--- config.mk ---
export PLATFORM = sky130hd
export DESIGN_NAME = serial_adder
export DESIGN_NICKNAME = d
export VERILOG_FILES = /design/src/rtl/serial_adder.sv
export SDC_FILE = /design/constraint.sdc
export NUM_CORES = 1
export LEC_CHECK = 0
export BUFFER_PORTS_ARGS = -buffer_cell sky130_fd_sc_hd__buf_2
export CORE_MARGIN = 2
export CORE_UTILIZATION = 50
export DETAILED_ROUTE_END_ITERATION = 16
export GPL_ROUTABILITY_DRIVEN = 0
export PLACE_DENSITY_LB_ADDON = 0.15
export SLEW_MARGIN = 20
export SYNTH_ARGS = -nofsm -noshare
export SYNTH_HDL_FRONTEND = slang
export SYNTH_SLANG_ARGS = --single-unit
--- constraint.sdc ---
create_clock -name clk -period 2 [get_ports clk]
set_input_delay 0.2 -clock clk [delete_from_list [all_inputs] [get_ports clk]]
set_output_delay 0.2 -clock clk [all_outputs]
set_load 0.05 [all_outputs]
--- src/rtl/serial_adder.sv ---
// Bit-serial LSB-first adder around one full-adder cell; ovf logic is built only with SERIAL_ADDER_OVF_EN.
// Latency: WIDTH clock edges from the accepting edge to done. Backpressure: start is ignored while busy or done (no queuing).
module serial_adder #(
  parameter int WIDTH = 8
) (
  input  logic             clk,
  input  logic             rst_n,
  input  logic             start,
  input  logic [WIDTH-1:0] a,
  input  logic [WIDTH-1:0] b,
  input  logic             cin,
  output logic             busy,
  output logic             done,
  output logic [WIDTH-1:0] sum,
  output logic             cout,
  output logic             ovf
);

  localparam int CW = (WIDTH > 1) ? $clog2(WIDTH) : 1;

  typedef enum logic [1:0] {IDLE, RUN, DONE} state_t;

  state_t           state;
  state_t           state_nxt;
  logic [WIDTH-1:0] a_sh;
  logic [WIDTH-1:0] b_sh;
  logic [WIDTH-1:0] sum_sh;
  logic [CW-1:0]    cnt;
  logic             carry;
  logic             cell_s;
  logic             cell_c;
  logic             last;

  // One-bit full-adder cell: returns {carry_out, sum}.
  function automatic logic [1:0] f_adder(input logic x, input logic y, input logic ci);
    return {(x & y) | (ci & (x ^ y)), x ^ y ^ ci};
  endfunction

  assign {cell_c, cell_s} = f_adder(a_sh[0], b_sh[0], carry);
  assign last             = (cnt == CW'(WIDTH - 1));

  always_ff @(posedge clk or negedge rst_n) begin
    if (!rst_n) state <= IDLE;
    else        state <= state_nxt;
  end

  always_comb begin
    state_nxt = state;
    case (state)
      IDLE:    if (start) state_nxt = RUN;
      RUN:     if (last)  state_nxt = DONE;
      DONE:    state_nxt = IDLE;
      default: state_nxt = IDLE;
    endcase
  end

  always_comb begin
    busy = 1'b0;
    done = 1'b0;
    case (state)
      RUN:     busy = 1'b1;
      DONE:    done = 1'b1;
      default: ;
    endcase
  end

  always_ff @(posedge clk or negedge rst_n) begin
    if (!rst_n) begin
      a_sh   <= '0;
      b_sh   <= '0;
      sum_sh <= '0;
      cnt    <= '0;
      carry  <= 1'b0;
      sum    <= '0;
      cout   <= 1'b0;
    end else begin
      case (state)
        IDLE: begin
          if (start) begin
            a_sh  <= a;
            b_sh  <= b;
            carry <= cin;
            cnt   <= '0;
          end
        end
        RUN: begin
          carry  <= cell_c;
          sum_sh <= {cell_s, sum_sh[WIDTH-1:1]};
          a_sh   <= a_sh >> 1;
          b_sh   <= b_sh >> 1;
          // cnt parks at WIDTH-1; the final bit publishes straight from the cell
          if (last) begin
            sum  <= {cell_s, sum_sh[WIDTH-1:1]};
            cout <= cell_c;
          end else begin
            cnt  <= cnt + CW'(1);
          end
        end
        default: ;
      endcase
    end
  end

`ifdef SERIAL_ADDER_OVF_EN
  // Carry into the MSB is the carry register during the last RUN cycle.
  always_ff @(posedge clk or negedge rst_n) begin
    if (!rst_n)                     ovf <= 1'b0;
    else if (state == RUN && last)  ovf <= carry ^ cell_c;
  end
`else
  assign ovf = 1'b0;
`endif

endmodule

==> summary.txt <==
Routing
  • Total number of vias: 1179
  • Avg WL per Cell: 15.75 um
  • Initial DRC count: 54
  • Vias per cell: around 5.8
  • Routed wire length: 3214 um
  • Routed Antenna Nets: 0
  • DRC violations left: 0
  • Pre-Repair DR Iteration Count: 4

Global routing
  • Vias in the first global route: approximately 1200
  • Gr busiest metal: met2
  • Met3 Use GR: 5.000%
  • Total Routing Usage GR: about a fifth
  • Global route overflow: 0
  • Routing usage on met2: approximately 29%
  • Largest net degree at the start of global routing: 39
  • First-pass GRT wire length: around 5700 um
  • Initial antenna violation count: 0
  • Met1 Usage GRT: between 20% and 30%

Final layout
  • Nets: 180
  • Number of diodes: 0
  • Ratio of cells with drive above 1 in the final layout: a little under half
  • Layout area overhead: 13.11%
  • Finished Layout Cells: 204

Power
  • VDD IR-drop max: ~0.73 mV
  • Pwr dens: about 1600 nW/um^2
  • Leak: approximately 0.90 nW

CTS
  • CTS tree: yes
  • Reg clk slew, reported paths: ~0.1 ns
  • CTS Buffer Depth: 2
  • Clock Tree Root: clkbuf_4
  • Inserted Clock Buffers: 5
  • Clock latency on the worst-skew pair: ~0.33 ns
  • Setup bufs post-CTS: 0
  • CTS Sinks: 38
  • CTS HTree Levels: 2

Yosys
  • Top post-synthesis cells by area: dfrtp_1 54%, o221a_2 9.6%, or4b_1 8.5%
  • Area share of the largest cell type after synthesis: 54.13%
  • Synth cell types: 26
  • Number of synthesized flops with an enable pin: 0
  • Synthesized area: roughly 1800 um^2
  • Post-Synthesis Cells: between 100 and 150
  • Synth area leader: dfrtp_1
  • Syn_area_per_cell: between 10 and 15 um^2
  • YS warnings: 0
  • Sequential fraction of the synthesis area: a little over half
  • Net count of the mapped netlist: roughly 150
  • Count leader, synth: dfrtp_1
  • Asr flop ratio synth: between 90% and 100%
  • Post-synth top flop: dfrtp_1
  • Most frequent cells after synthesis: 38 x dfrtp_1, 15 x o221a_2, 15 x or4b_1
  • Register bit count reported by yosys: 38

STA
  • Post-route setup TNS: 0 ns
  • Final hold violations: 0
  • Worst slew margin: between 40% and 50%
  • Highest clock rate: around 0.57 GHz
  • Final setup violation count: 0
  • RSZ-0062 raised after global routing: false
  • Max Clock Skew: a little under 0.01 ns
  • Tcrit/Tclk final: between 80 and 90%
  • Max-slew violations: 0
  • Tightest Pin Transition: approximately 0.8 ns
  • Tmin final: ~1.7 ns

Worst setup path
  • Worst R2R Start: cnt[0]
  • Critical Path End: sum[2]
  • Start point of the critical path: cnt[0]
  • FF-to-FF path depth: 4
  • Crit path DAT: slightly below 2 ns
  • CP Class: reg2reg
  • Reg2Reg Setup Slack: about 0.25 ns
  • Crit-path max FO: 10
  • Startpoint Class: flop
  • Worst setup EP type: flop
  • Crit Reg-Reg Endpoint: sum[2]
  • WP data required: 2.23 ns

Floorplanning
  • Chip height: between 60 and 70 um
  • Row count: 21
  • Initial Util: roughly 52%
  • Die X: roughly 63 um
  • Io pins: 32
  • Die area: around 4000 um^2
  • Core area: 3363 um^2

Flow run
  • MaxCap Viol Count: 0

Min path
  • Hold path cells: 3
  • Tightest Hold Check Type: in2reg

Place
  • # port buffers: 30
  • Post-Place Cells: 195
  • DPL Wire Length: about 2200 um

Run status
  • Status: complete, no violations
-- layout by cell type, fill, tap and decap left out, types with 2 or more instances in the layout --
| cell | netlist | routed |
|---|---|---|
| dfrtp_1 | 38 | 37 |
| buf_2 | 7 | 30 |
| or4b_1 | 15 | 15 |
| o221a_2 | 15 | 15 |
| mux2_2 | 12 | 12 |
| inv_1 | 5 | 5 |
| clkbuf_4 | 0 | 5 |
| nand2b_1 | 4 | 4 |
| mux2_1 | 4 | 4 |
| nand3_1 | 3 | 3 |
| o221ai_1 | 3 | 3 |
| buf_4 | 3 | 3 |
| and4bb_2 | 2 | 2 |
| nor3b_1 | 2 | 2 |
| nand2_1 | 2 | 2 |
| ha_1 | 2 | 2 |
-- where the power goes --
group	leakage [nW]	total (mW)	internal, mW	switching (mW)
clock network	0.0353	0.399	0.170	0.228
registers	0.450	1.38	1.13	0.243
logic	0.413	1.41	0.625	0.786
-- area by class of cell --
cell class	count	area, um^2
tap	46	57.56
clock inverter	1	5.005
sequential	38	952.2
fill	293	1376
timing repair buffer	34	182.7
inverter	5	18.77
clock buffer	7	55.05
multi-input combinational	73	715.7
-- stage by stage --
| stage | area, um^2 | total power [mW] | utilization (%) | setup slack [ns] | hold slack (ns) |
|---|---|---|---|---|---|
| after global placement | 1916 | 2.750 | 56.96 | 0.2980 | 0.3382 |
| after global routing | 1987 | 3.441 | 59.08 | 0.1108 | 0.1973 |
| after floorplan | 1757 | 2.499 | - | 0.3966 | -0.09559 |
| after detailed placement | 1916 | 2.821 | 56.96 | 0.2324 | 0.3465 |
| after CTS | 1986 | 3.232 | 59.04 | 0.1354 | 0.1964 |
| final | 1987 | 3.187 | 59.08 | 0.2525 | 0.2125 |
-- logic make-up after synthesis --
logic type	count (synthesis)	synth area share, %
mux	16	10.26
simple gates	31	14.67
other cells	1	0.2135
flops	38	54.13
fa+ha+maj	3	2.564
compound gates	22	13.03
buf+inv	18	5.128
-- how the worst min path moves through the flow --
| stage | start | slack (ns) | to |
|---|---|---|---|
| 2_1_floorplan | rst_n | -0.1 | a_sh[0] |
| 4_1_cts | b[5] | 0.20 | b_sh[5] |
| 6_report | b[5] | 0.21 | b_sh[5] |
| 3_3_place_gp | rst_n | 0.34 | b_sh[5] |
| 3_5_place_dp | rst_n | 0.35 | b_sh[4] |
| 5_1_grt | b[3] | 0.20 | b_sh[3] |
-- layer usage --
layer  wire length [um]  vias to the layer above
met1               1433                      595
li1                   -                      551
met3                137                        8
met2               1576                       25
met5                  0                        -
met4                 67                        0
-- repair_timing --
item	4_1_cts	5_1_grt
resized for setup	0	1
hold buffers	1	0
endpoints found under the hold margin	38	0
endpoints found under the setup margin	0	1
-- registers in the layout (all words and copies together), names as in the netlist --
register  count
cnt           3
a_sh          8
cout          1
carry         1
b_sh          8
sum           8
state         2
sum_sh        7
-- worst max-delay path: stages, from the launching register on --
cell and delay, ns:
dfrtp_1 0.43, ha_1 0.21, ha_1 0.24, nand3b_1 0.37, mux2_2 0.39
(Power assumes the default switching activity.)
